==> src/rtl/noc_pkg.sv <==
`default_nettype none
// ============================================================================
// noc_pkg: shared flit, port and state definitions for the mesh router. rev 1.0
// ============================================================================
package noc_pkg;

  localparam int FLIT_W    = 10;
  localparam int NUM_PORTS = 5;

  localparam logic [1:0] FLIT_HDR    = 2'b10;
  localparam logic [1:0] FLIT_BODY   = 2'b00;
  localparam logic [1:0] FLIT_TAIL   = 2'b01;
  localparam logic [1:0] FLIT_SINGLE = 2'b11;

  localparam logic [2:0] PORT_L = 3'd1;
  localparam logic [2:0] PORT_E = 3'd2;
  localparam logic [2:0] PORT_N = 3'd3;
  localparam logic [2:0] PORT_W = 3'd4;
  localparam logic [2:0] PORT_S = 3'd5;

  localparam int OH_L = 0;
  localparam int OH_E = 1;
  localparam int OH_W = 2;
  localparam int OH_S = 3;
  localparam int OH_N = 4;

  typedef enum logic [2:0] {
    ST_IDLE   = 3'd0,
    ST_ROUTE  = 3'd1,
    ST_REQ    = 3'd2,
    ST_ACTIVE = 3'd3,
    ST_DRAIN  = 3'd4
  } state_t;

  // HDR and SINGLE share type bit 1; TAIL and SINGLE share type bit 0.
  function automatic logic is_head(input logic [1:0] t);
    return t[1];
  endfunction

  function automatic logic is_tail(input logic [1:0] t);
    return t[0];
  endfunction

  function automatic logic is_onehot(input logic [NUM_PORTS-1:0] v);
    logic [NUM_PORTS-1:0] m1;
    m1 = v - NUM_PORTS'(1);
    return (v != '0) && ((v & m1) == '0);
  endfunction

endpackage
`default_nettype wire

==> src/rtl/flit_fifo.sv <==
`default_nettype none
// ============================================================================
// flit_fifo: circular flit buffer with occupancy count, no pass-through. rev 1.0
// ============================================================================
module flit_fifo #(
  parameter int DEPTH  = 4,
  parameter int PTR_W  = 2,
  parameter int FLIT_W = 10
) (
  input  logic              clk,
  input  logic              rst_n,
  input  logic              push,
  input  logic [FLIT_W-1:0] push_flit,
  input  logic              pop,
  output logic [FLIT_W-1:0] head,
  output logic [PTR_W:0]    count,
  output logic              full,
  output logic              empty
);

  localparam logic [PTR_W:0] FULL_CNT = (PTR_W+1)'(DEPTH);

  logic [FLIT_W-1:0] mem [DEPTH];
  logic [PTR_W-1:0]  wr_ptr;
  logic [PTR_W-1:0]  rd_ptr;
  logic              do_push;
  logic              do_pop;

  assign full    = (count == FULL_CNT);
  assign empty   = (count == '0);
  assign do_push = push && !full;
  assign do_pop  = pop && !empty;
  assign head    = mem[rd_ptr];

  always_ff @(posedge clk) begin
    if (do_push) begin
      mem[wr_ptr] <= push_flit;
    end
  end

  // Pointers wrap naturally because DEPTH is a power of two.
  always_ff @(posedge clk or negedge rst_n) begin
    if (!rst_n) begin
      wr_ptr <= '0;
      rd_ptr <= '0;
      count  <= '0;
    end else begin
      if (do_push) wr_ptr <= wr_ptr + PTR_W'(1);
      if (do_pop)  rd_ptr <= rd_ptr + PTR_W'(1);
      case ({do_push, do_pop})
        2'b10:   count <= count + (PTR_W+1)'(1);
        2'b01:   count <= count - (PTR_W+1)'(1);
        default: count <= count;
      endcase
    end
  end

endmodule
`default_nettype wire

==> src/rtl/input_port_ctrl.sv <==
`default_nettype none
// ============================================================================
// input_port_ctrl: input flit buffer plus route/request/wormhole FSM. rev 1.0
// ============================================================================
module input_port_ctrl #(
  parameter int DEPTH  = 4,
  parameter int PTR_W  = 2,
  parameter int FLIT_W = noc_pkg::FLIT_W
) (
  input  logic                          clk,
  input  logic                          rst_n,
  input  logic [FLIT_W-1:0]             in_flit,
  input  logic                          in_valid,
  output logic                          in_ready,
  output logic [7:0]                    route_dest,
  input  logic [noc_pkg::NUM_PORTS-1:0] route_onehot,
  output logic [noc_pkg::NUM_PORTS-1:0] req,
  input  logic                          grant,
  output logic [FLIT_W-1:0]             out_flit,
  output logic                          out_valid,
  input  logic                          out_ready,
  output logic                          busy,
  output logic                          err
);

  import noc_pkg::*;

  state_t            state;
  logic [FLIT_W-1:0] head;
  logic [PTR_W:0]    count;
  logic              full;
  logic              empty;
  logic              pop;
  logic [1:0]        head_type;

  flit_fifo #(
    .DEPTH  (DEPTH),
    .PTR_W  (PTR_W),
    .FLIT_W (FLIT_W)
  ) u_fifo (
    .clk       (clk),
    .rst_n     (rst_n),
    .push      (in_valid),
    .push_flit (in_flit),
    .pop       (pop),
    .head      (head),
    .count     (count),
    .full      (full),
    .empty     (empty)
  );

  assign head_type  = head[FLIT_W-1 -: 2];
  assign in_ready   = !full;
  assign route_dest = head[7:0];
  assign out_flit   = head;
  assign out_valid  = (state == ST_ACTIVE) && grant && (count != '0);
  assign busy       = (state != ST_IDLE);

  // The header stays at the FIFO head through ROUTE/REQ and leaves as the first ACTIVE pop.
  always_comb begin
    pop = 1'b0;
    case (state)
      ST_IDLE:   pop = !empty && !is_head(head_type);
      ST_ACTIVE: pop = out_valid && out_ready;
      ST_DRAIN:  pop = !empty;
      default:   pop = 1'b0;
    endcase
  end

  always_ff @(posedge clk or negedge rst_n) begin
    if (!rst_n) begin
      state <= ST_IDLE;
      req   <= '0;
      err   <= 1'b0;
    end else begin
      case (state)
        ST_IDLE: begin
          if (!empty) begin
            if (is_head(head_type)) state <= ST_ROUTE;
            else                    err   <= 1'b1;
          end
        end
        ST_ROUTE: begin
          if (is_onehot(route_onehot)) begin
            req   <= route_onehot;
            state <= ST_REQ;
          end else begin
            err   <= 1'b1;
            state <= ST_DRAIN;
          end
        end
        ST_REQ: begin
          if (grant) state <= ST_ACTIVE;
        end
        ST_ACTIVE: begin
          if (pop && is_tail(head_type)) begin
            req   <= '0;
            state <= ST_IDLE;
          end
        end
        ST_DRAIN: begin
          if (pop && is_tail(head_type)) state <= ST_IDLE;
        end
        default: begin
          req   <= '0;
          state <= ST_IDLE;
        end
      endcase
    end
  end

endmodule
`default_nettype wire

==> config.mk <==
export PLATFORM = sky130hd
export DESIGN_NAME = input_port_ctrl
export DESIGN_NICKNAME = d
export VERILOG_FILES = /design/src/rtl/noc_pkg.sv /design/src/rtl/flit_fifo.sv /design/src/rtl/input_port_ctrl.sv
export SDC_FILE = /design/constraint.sdc
export NUM_CORES = 1
export LEC_CHECK = 0
export ABC_AREA = 1
export CORE_AREA = 4 4 97 99
export DETAILED_ROUTE_END_ITERATION = 16
export DIE_AREA = 0 0 101 103
export MAX_ROUTING_LAYER = met4
export SLEW_MARGIN = 0
export SYNTH_ARGS = -nofsm -noshare
export SYNTH_HDL_FRONTEND = slang
export SYNTH_SLANG_ARGS = --single-unit
==> constraint.sdc <==
create_clock -name clk -period 2.2 [get_ports clk]
set_clock_uncertainty 0.05 [all_clocks]
set_input_delay 0.22 -clock clk [delete_from_list [all_inputs] [get_ports clk]]
set_output_delay 0.22 -clock clk [all_outputs]
set_load 0.005 [all_outputs]
==> key figures, run 1 <==
Logic synthesis
  – Mux cell area share after synthesis: 0%
  – #FFs+latches synth: 56
  – Largest family of logic cells by synthesized area: simple AND/OR/NAND/NOR gates
  – Yosys warnings: 0
  – Compound-Gate Fraction of Synth Area: 8.19%
  – Main synth FF type: edfxtp_1
  – Post-synth top area cell: edfxtp_1
  – Top-count cell post-synth: edfxtp_1
  – Synth top area share: 46.0%
  – Synth Area in Simple Gates: 18.1%
  – Largest cells by area after synthesis: edfxtp_1 (46%), dfrtp_1 (15%), nand2_1 (4.9%)
  – Post-synth ARST share: 28.6%
  – XOR/XNOR share of the synthesized area: 1.34%
  – Mean post-synth cell area: 10.7 um2
  – Cell variety after synth: 31
  – Syn_nets: 269
  – EDFF count, synth: 40
  – Syn Std Cell Area: 2610 um2
  – Gate Count Post-Synth: 243
  – Seq/Total Area, Yosys: 61.3%
  – Synth Area in Adders: 3.16%
  – Synth cell count leaders: edfxtp_1 (40), nand2_1 (34), nor2_1 (33)

Global route
  – Gr usage total: 10.7%
  – Gr ovfl total: 0
  – Initial antenna violation count: 0
  – Vias in the first global route: 1813
  – Largest net degree at the start of global routing: 20
  – First-pass GRT wire length: 8420 um

Pwr
  – LEAKAGE: 0.00144 uW
  – Tot Pwr: 4710 uW
  – Pwr/cell area: 1380 nW/um2
  – VDD IR max: 0.376 mV

STA
  – Measured slew at the worst slew-check pin: 0.247 ns
  – Max-slew headroom: 83.5%
  – Final worst path period share: 96.7%
  – Final hold violations: 0
  – Slew Limit Fails: 0
  – Final Setup Violations: 0
  – Final min period: 2.13 ns
  – Setup repair after global routing missed its margin: true
  – Fmax: 0.470 GHz

Setup path
  – Type of origin of the critical path: flop
  – Worst Path Arrival: 2.28 ns
  – Crit path required time: 2.35 ns
  – Worst Path Max Fanout: 4
  – Worst setup path class: flop to flop
  – Crit. End Element: flop

Route
  – Residual DRC: 0
  – Pre-antenna DRT Iters: 4
  – Antenna Nets Post-Route: 0
  – Metal2 WL: 2660 um
  – Top sig layer: met4
  – Routed vias/inst: 4.41
  – Initial drt markers: 117
  – DR WL/cell: 12.2 um
  – Final wirelength: 5040 um
  – Vias: 1822
  – Routed length on met1: 2170 um
  – Met3 wire len: 136 um

Clock tree
  – Clock Sink Count: 56
  – Clock latency on the worst-skew pair: 0.31 ns
  – Clock Pin Slew Worst Setup and Hold Paths: 0.10 ns
  – CTS root buffer: clkbuf_8
  – Htree depth: 2
  – Num CTS Buffers: 5
  – Bufs on Longest Clock Path: 2
  – TritonCTS clock tree: done
  – Hold-fix buffers at CTS: 0

Worst hold path
  – HP Class: input pin to async pin

Flow run
  – Max Cap Violations: 0

Finish
  – Final Instance Area: 3410 um2
  – Final nets: 330
  – Area growth syn-to-layout: 30.4%
  – Ant. Diodes: 0
  – Share of cells above drive strength 1: 19.7%
  – Final core occ: 39.8%

Floorplanning
  – I/O Pins: 47
  – Die height: 103 um
  – Die ar.: 10400 um2
  – Initial Util: 30.5%
  – Row Count: 34
  – Core footprint: 8550 um2
  – Die W: 101 um

Place
  – PortBufs: 46
  – GP Congestion: 0.887
  – Hpwl dp: 3840 um
  – Placed instance area: 3260 um2

Run status
  – Status: completed
-- timing repair --
| item | CTS | global route |
|---|---|---|
| resized for setup | 2 | 11 |
| buffers inserted | 1 | 1 |
| cloned | 0 | 0 |
| hold endpoints to repair | 0 | 0 |
| pin swaps | 0 | 3 |
| setup endpoints to repair | 1 | 18 |
-- power breakdown --
| group | leakage (uW) | internal, uW | switching [uW] | total (uW) |
|---|---|---|---|---|
| clock | 0.0000452 | 232 | 333 | 565 |
| combinational | 0.000831 | 1280 | 1290 | 2570 |
| sequential | 0.000562 | 1440 | 134 | 1570 |
-- layer usage --
metal	global-route usage, %	vias up
met5	-	-
met2	18.2	21
met1	12.5	864
met3	2.17	6
li1	-	931
met4	4.19	0
-- area by class of cell --
cell class | count | area (um2)
fill | 817 | 5140
sequential | 56 | 1600
multi-input combinational | 145 | 831
timing repair buffer | 68 | 638
tap | 108 | 135
inverter | 28 | 105
clock buffer | 5 | 68.8
clock inverter | 3 | 25.0
-- placed cells by master (no fill, tap or decap), types with 6 or more instances in the layout --
master and n:
dfrtp_1 15, clkdlybuf4s50_1 41, nand2_1 33, o21ai_0 17, edfxtp_1 40, inv_1 22, inv_2 6, buf_4 22
nand3_1 14, nor2_1 32
-- critical path, cell delays in order, from the launching register on --
cell and delay, ns:
dfrtp_1 0.43, or2_4 0.28, nor2_2 0.09, nor2_2 0.06
nand2_4 0.07, nand2_2 0.06, inv_2 0.05, ha_1 0.13
inv_1 0.06, fa_2 0.35, a21oi_1 0.16, o21ai_1 0.10
xor2_1 0.14
-- cells by family after synthesis --
group,count (synthesis)
flip-flops,56
XOR/XNOR,4
buffers and inverters,42
AND/OR/NAND/NOR,100
AO/OA/AOI/OAI,35
adder cells (fa/ha/maj),6
-- state kept, by name, summed over array words and instances, names as in the netlist --
signal / flops
u_fifo.mem: 40
req: 5
state: 3
u_fifo.count: 3
u_fifo.rd_ptr: 2
u_fifo.wr_ptr: 2
err: 1
-- path summary, 6_finish.rpt --
kind / startpoint / cells past startpoint / slack (ns) / endpoint
setup reg to reg: state[1] / 12 / 0.07 / u_fifo.count[2]
hold / removal: rst_n / 2 / 0.18 / err
min in group clk: u_fifo.count[0] / 1 / 0.42 / u_fifo.count[0]
max in group asynchronous: rst_n / 2 / 1.71 / u_fifo.rd_ptr[0]
hold reg to reg: u_fifo.count[0] / 1 / 0.42 / u_fifo.count[0]
setup / recovery: state[1] / 12 / 0.07 / u_fifo.count[2]
-- per-stage QoR --
stage	hold WS, ns	worst slack [ns]	TNS, ns	std cells
floorplan	-0.126	0.0977	0	243
global placement	0.407	-0.129	-0.129	403
detailed placement	0.407	-0.217	-0.217	403
CTS	0.180	0.00135	0	412
global route	0.183	-0.0331	-0.0331	413
finish	0.181	0.0724	0	413
Power figures use the tool's default switching activity.
==> run 2: changes to the inputs <==
==> constraint.sdc (replaced) <==
create_clock -name clk -period 2.4 [get_ports clk]
set_clock_uncertainty 0.05 [all_clocks]
set_input_delay 0.24 -clock clk [delete_from_list [all_inputs] [get_ports clk]]
set_output_delay 0.24 -clock clk [all_outputs]
set_load 0.005 [all_outputs]
==> run 2 against run 1 <==
- design area down 3.2%
- sequential share of layout area up 1.6 points
- fmax down 5.9%
- die area unchanged
- critical path type unchanged
- utilization down 1.3 points
- clock-buffer cell count unchanged
- register-to-register slack better by 0.07 ns
- via count down 3.8%
- global-route usage down 0.73 points
- first-iteration DRC count down 50%
- combinational power down 15%
- non-clock buffer count down 10
==> key figures, run 2 (synthesized netlist as in run 1, its figures left out) <==
Place
  – PortBufs: 46 (unchanged)
  – Placed Cells: 395 (-2.0%)
  – Hpwl dp: 3700 um (-3.8%)
  – GP Congestion: 0.870 (-2.0%)
  – Placed instance area: 3200 um2 (-1.8%)
  – Post-placement setup slack: -0.00831 ns (+0.209 ns)

Finish
  – Most flops, register: u_fifo.mem
  – Area growth syn-to-layout: 26.2%
  – Most common cell after layout, fill and taps aside: clkdlybuf4s50_1
  – Most frequent cells in the layout: clkdlybuf4s50_1 (46), edfxtp_1 (40), nand2_1 (34), nor2_1 (32), inv_1 (22)
  – Post-route insts no fill: 403 (-2.4%)
  – Share of cells above drive strength 1: 15.3% (-4.4 points)
  – Final nets: 320 (-3.0%)
  – # fillers: 827 (+1.2%)
  – Ant. Diodes: 0 (unchanged)
  – Max FFs per register: 40 (unchanged)
  – Largest regs: u_fifo.mem x40, req x5
  – Final Instance Area: 3300 um2 (-3.2%)

STA
  – Measured slew at the worst slew-check pin: 0.714 ns (+0.467 ns)
  – Slew Limit Fails: 0 (unchanged)
  – Final hold violations: 0 (unchanged)
  – Max-slew headroom: 52.3% (-31 points)
  – Fmax: 0.442 GHz (-5.9%)
  – Final worst path period share: 94.2% (-2.5 points)
  – Setup repair after global routing missed its margin: false
  – Final hold slack: 0.302 ns (+0.122 ns)
  – Final Setup Violations: 0 (unchanged)
  – Final min period: 2.26 ns (+0.133 ns)
  – Setup ws final: 0.140 ns (+0.0673 ns)

Pwr
  – LEAKAGE: 0.00133 uW (-7.6%)
  – Sw power: 1570 uW (-11%)
  – Gate power share: 52.5% (-2.1 points)
  – Internal power: 2590 uW (-12%)
  – Clock Power Share: 12.5% (+0.5 points)
  – Reg power frac: 35.0% (+1.6 points)
  – Switch share: 37.7% (+0.37 points)
  – VDD IR max: 0.337 mV (-10%)
  – Pwr/cell area: 1260 nW/um2 (-8.7%)
  – Tot Pwr: 4160 uW (-12%)

Global route
  – Gr usage total: 9.97% (-0.73 points)
  – Largest net degree at the start of global routing: 20 (unchanged)
  – Gr ovfl total: 0 (unchanged)
  – First-pass GRT wire length: 7820 um (-7.1%)
  – Initial antenna violation count: 0 (unchanged)
  – Vias in the first global route: 1648 (-9.1%)

Setup path
  – Worst Path Arrival: 2.40 ns (+0.12 ns)
  – Worst setup path class: flop to flop
  – Type of origin of the critical path: flop
  – Worst Path Max Fanout: 7 (+3)
  – Crit. End Element: flop
  – Crit path required time: 2.54 ns (+0.19 ns)

Clock tree
  – CTS root buffer: clkbuf_8
  – Post-CTS setup buffer count: 0 (-1)
  – Clock Sink Count: 56 (unchanged)
  – Clock Pin Slew Worst Setup and Hold Paths: 0.10 ns (about the same)
  – Num CTS Buffers: 5 (unchanged)
  – Clock latency on the worst-skew pair: 0.30 ns (about the same)
  – Bufs on Longest Clock Path: 2 (unchanged)
  – TritonCTS clock tree: done
  – Htree depth: 2 (unchanged)

Route
  – Pre-antenna DRT Iters: 4 (unchanged)
  – Antenna Nets Post-Route: 0 (unchanged)
  – Vias: 1752 (-3.8%)
  – Routed vias/inst: 4.35 (-1.5%)
  – DR WL/cell: 12.2 um (-0.28%)
  – Final wirelength: 4910 um (-2.7%)
  – Residual DRC: 0 (unchanged)
  – Initial drt markers: 59 (-50%)

Floorplanning
  – I/O Pins: 47 (unchanged)
  – Core footprint: 8550 um2 (unchanged)
  – Die ar.: 10400 um2 (unchanged)
  – Row Count: 34 (unchanged)
  – Initial Util: 30.5% (unchanged)
  – Die W: 101 um (unchanged)
  – Die height: 103 um (unchanged)

Flow run
  – Max Cap Violations: 0 (unchanged)

Worst hold path
  – HP Class: input pin to async pin

Run status
  – Status: completed
-- run 2: path summary, 6_finish.rpt --
kind	endpoint	depth (start not counted)	slack, ns	startpoint
max	u_fifo.count[2]	12	0.14	state[1]
min	err	1	0.30	rst_n
max reg2reg	u_fifo.count[2]	12	0.14	state[1]
min reg2reg	u_fifo.count[0]	1	0.43	u_fifo.count[0]
max in group asynchronous	u_fifo.rd_ptr[0]	1	1.51	rst_n
min in group clk	u_fifo.count[0]	1	0.43	u_fifo.count[0]
-- run 2: area by class of cell --
| type | instances | area (um2) | area share, % |
|---|---|---|---|
| clock buffers | 5 | 68.8 | 2.09 |
| clock inverters | 3 | 26.3 | 0.797 |
| inverters | 28 | 105 | 3.19 |
| multi-input cells | 145 | 807 | 24.5 |
| flip-flops and latches | 56 | 1600 | 48.6 |
| well taps | 108 | 135 | 4.10 |
| repair buffers | 58 | 551 | 16.7 |
-- run 2: what timing repair did --
| action | CTS | global route |
|---|---|---|
| gates resized for setup | 0 | 2 |
| hold endpoints to repair | 0 | 0 |
| endpoints found under the setup margin | 0 | 5 |
| hold buffers | 0 | 0 |
-- run 2: worst max-delay path, stage by stage, from the launching register on --
cell     delay, ns
dfrtp_1       0.48
or2_4         0.30
nor2_2        0.09
nor2_2        0.06
nand2_4       0.07
nand2_2       0.06
inv_2         0.05
ha_1          0.14
inv_1         0.06
fa_1          0.38
a21oi_1       0.14
o21ai_0       0.11
xor2_1        0.16
-- run 2: power by group through the flow --
stage                     logic (uW)  clock network (uW)  registers [uW]
after floorplan                 1390                   0            1440
after global placement          2180                   0            1480
after detailed placement        2210                   0            1480
after CTS                       2220                 534            1460
after global routing            2440                 579            1490
final                           2190                 518            1460
-- run 2: per-stage QoR --
stage	util, %	setup TNS, ns
final	38.5	0
after global routing	38.5	0
after CTS	38.5	0
after detailed placement	37.4	-0.00831
after global placement	37.4	0
after floorplan	-	0
-- run 2: metal layers --
| layer | track usage, % | share of wire (%) | vias to the layer above |
|---|---|---|---|
| met2 | 16.4 | 50 | 26 |
| met3 | 1.69 | 2.3 | 6 |
| li1 | - | - | 907 |
| met1 | 12.4 | 47 | 813 |
| met5 | - | 0 | - |
| met4 | 3.68 | 1.5 | 0 |
==> run 3: changes to the inputs <==
--- a/config.mk
+++ b/config.mk
@@ -6,10 +6,13 @@
 export NUM_CORES = 1
 export LEC_CHECK = 0
 export ABC_AREA = 1
+export CELL_PAD_IN_SITES_DETAIL_PLACEMENT = 1
+export CELL_PAD_IN_SITES_GLOBAL_PLACEMENT = 2
 export CORE_AREA = 4 4 97 99
 export DETAILED_ROUTE_END_ITERATION = 16
 export DIE_AREA = 0 0 101 103
 export MAX_ROUTING_LAYER = met4
+export PLACE_DENSITY = 0.7
 export SLEW_MARGIN = 0
 export SYNTH_ARGS = -nofsm -noshare
 export SYNTH_HDL_FRONTEND = slang
==> run 3 against run 2 <==
- first-iteration DRC count down 5.1%
- sequential cell count did not move
- non-clock buffer count decreased by 1
- hold slack got worse by 0.12 ns
- die area unchanged
- sequential power hardly changed
- setup slack got worse by 0.023 ns
- largest cell class unchanged
- largest power group unchanged
==> key figures, run 3 (synthesized netlist as in run 1, its figures left out) <==
Run status
  – Status: completed

Clock tree
  – Num CTS Buffers: 5 (unchanged)
  – Bufs on Longest Clock Path: 2 (unchanged)
  – CTS root buffer: clkbuf_8
  – Clock Pin Slew Worst Setup and Hold Paths: 0.11 ns (about the same)
  – Clock latency on the worst-skew pair: 0.32 ns (+0.02 ns)
  – Htree depth: 2 (unchanged)
  – Clock Sink Count: 56 (unchanged)
  – Post-CTS setup buffer count: 0 (unchanged)
  – TritonCTS clock tree: done

Finish
  – Most frequent cells in the layout: clkdlybuf4s50_1 (46), edfxtp_1 (40), nand2_1 (34), nor2_1 (32), inv_1 (22)
  – Max FFs per register: 40 (unchanged)
  – Most common cell after layout, fill and taps aside: clkdlybuf4s50_1
  – Share of cells above drive strength 1: 15.6% (+0.39 points)
  – Largest regs: u_fifo.mem x40, req x5
  – Ant. Diodes: 0 (unchanged)
  – Area growth syn-to-layout: 26.3% (about the same)
  – # fillers: 968 (+17%)
  – Most flops, register: u_fifo.mem
  – Final nets: 319 (-0.31%)
  – Register area: 1600 um2 (about the same)
  – Area of the multi-input gates: 813 um2 (+0.78%)

Global route
  – First-pass GRT wire length: 9690 um (+24%)
  – Vias in the first global route: 1928 (+17%)
  – Gr usage total: 12.5% (+2.5 points)
  – Initial antenna violation count: 0 (unchanged)
  – Largest net degree at the start of global routing: 20 (unchanged)
  – Gr ovfl total: 0 (unchanged)

Setup path
  – Crit path from: state[1]
  – Reg2reg start: state[1]
  – Reg2reg setup slack: 0.12 ns (-0.02 ns)
  – Type of origin of the critical path: flop
  – Worst Path Arrival: 2.43 ns (+0.03 ns)
  – Crit. End Element: flop
  – Worst Path Max Fanout: 7 (unchanged)
  – Worst setup path class: flop to flop
  – Worst setup path end: u_fifo.count[2]
  – Worst r2r dst: u_fifo.count[2]
  – R2R cell count: 12 (unchanged)
  – Crit path required time: 2.55 ns (about the same)

Pwr
  – Pwr/cell area: 1290 nW/um2 (+1.8%)
  – VDD IR max: 0.376 mV (+11%)
  – Tot Pwr: 4240 uW (+1.8%)
  – LEAKAGE: 0.00133 uW (+0.10%)

STA
  – Measured slew at the worst slew-check pin: 0.298 ns (-0.416 ns)
  – Final Setup Violations: 0 (unchanged)
  – Setup ws final: 0.117 ns (-0.0226 ns)
  – Final worst path period share: 95.1% (+0.94 points)
  – Fmax: 0.438 GHz (-0.99%)
  – Final hold violations: 0 (unchanged)
  – Slew Limit Fails: 0 (unchanged)
  – Final hold slack: 0.181 ns (-0.122 ns)
  – Post-route setup TNS: 0 ns (unchanged)
  – Max-slew headroom: 80.2% (+28 points)
  – Setup repair after global routing missed its margin: true
  – Final min period: 2.28 ns (+0.0226 ns)

Place
  – Post-placement setup slack: -0.0661 ns (-0.0578 ns)
  – PortBufs: 46 (unchanged)
  – Hpwl dp: 4200 um (+14%)
  – GP Congestion: 0.738 (-15%)

Route
  – Routed vias/inst: 4.52 (+4.1%)
  – Pre-antenna DRT Iters: 4 (unchanged)
  – Residual DRC: 0 (unchanged)
  – Vias: 1819 (+3.8%)
  – Initial drt markers: 56 (-5.1%)
  – Antenna Nets Post-Route: 0 (unchanged)
  – Final wirelength: 5810 um (+18%)
  – DR WL/cell: 14.5 um (+19%)

Floorplanning
  – Die W: 101 um (unchanged)
  – Die ar.: 10400 um2 (unchanged)
  – Row Count: 34 (unchanged)
  – Initial Util: 30.5% (unchanged)
  – Die height: 103 um (unchanged)
  – I/O Pins: 47 (unchanged)
  – Core footprint: 8550 um2 (unchanged)

Flow run
  – Max Cap Violations: 0 (unchanged)

Worst hold path
  – HP Class: input pin to async pin
## run 3: changes by cell type in the layout (fill, tap and decap cells not counted), sizes merged
cell	before	now
clkinvlp	2	1
clkinv	0	1
buf	12	11
## run 3: stage by stage
step	std cells	instance area (um2)	util, %
after floorplan	243	2610	-
after global placement	394	3190	37.3
after detailed placement	394	3190	37.3
after CTS	402	3290	38.4
after global routing	402	3300	38.6
final	402	3300	38.6
## run 3: worst min-delay path by stage
stage	end	slack, ns	cells after the start
4_1_cts	u_fifo.rd_ptr[1]	0.20	2
2_1_floorplan	err	-0.11	0
3_5_place_dp	req[1]	0.41	2
6_report	u_fifo.rd_ptr[1]	0.18	2
3_3_place_gp	req[0]	0.41	2
5_1_grt	u_fifo.rd_ptr[1]	0.20	2
## run 3: repair_timing
item                                   4_1_cts  5_1_grt
resized for setup                            0        4
endpoints found under the hold margin        0        0
setup endpoints to repair                    0       18
hold buffers                                 0        0
## run 3: final cells by class
cell class                 instances  area share (%)
sequential                        56            48.7
multi-input combinational        145            24.7
timing repair buffer              57            16.5
tap                              108            4.10
inverter                          28            3.19
clock buffer                       5            2.09
clock inverter                     3           0.835
## run 3: critical path, stage by stage, from the launching register on
cell and delay, ns:
dfrtp_1 0.47, or2_4 0.30, nor2_2 0.09, nor2_2 0.06, nand2_4 0.07, nand2_2 0.06
inv_2 0.06, ha_1 0.13, inv_1 0.06, fa_1 0.39, a21oi_1 0.16, o21ai_0 0.11
xor2_1 0.15
## run 3: power by group
| group | total (uW) | internal, uW | switching, uW |
|---|---|---|---|
| Sequential | 1470 | 1320 | 151 |
| Combinational | 2210 | 1060 | 1160 |
| Clock | 552 | 215 | 337 |
| Total | 4240 | 2590 | 1650 |
## run 3: routing by layer
| layer | wire, um | up-vias | GRT usage, % |
|---|---|---|---|
| met5 | 0 | - | - |
| met4 | 78 | 0 | 3.99 |
| met3 | 184 | 7 | 2.50 |
| met2 | 2820 | 25 | 20.1 |
| met1 | 2730 | 877 | 16.0 |
| li1 | - | 910 | - |
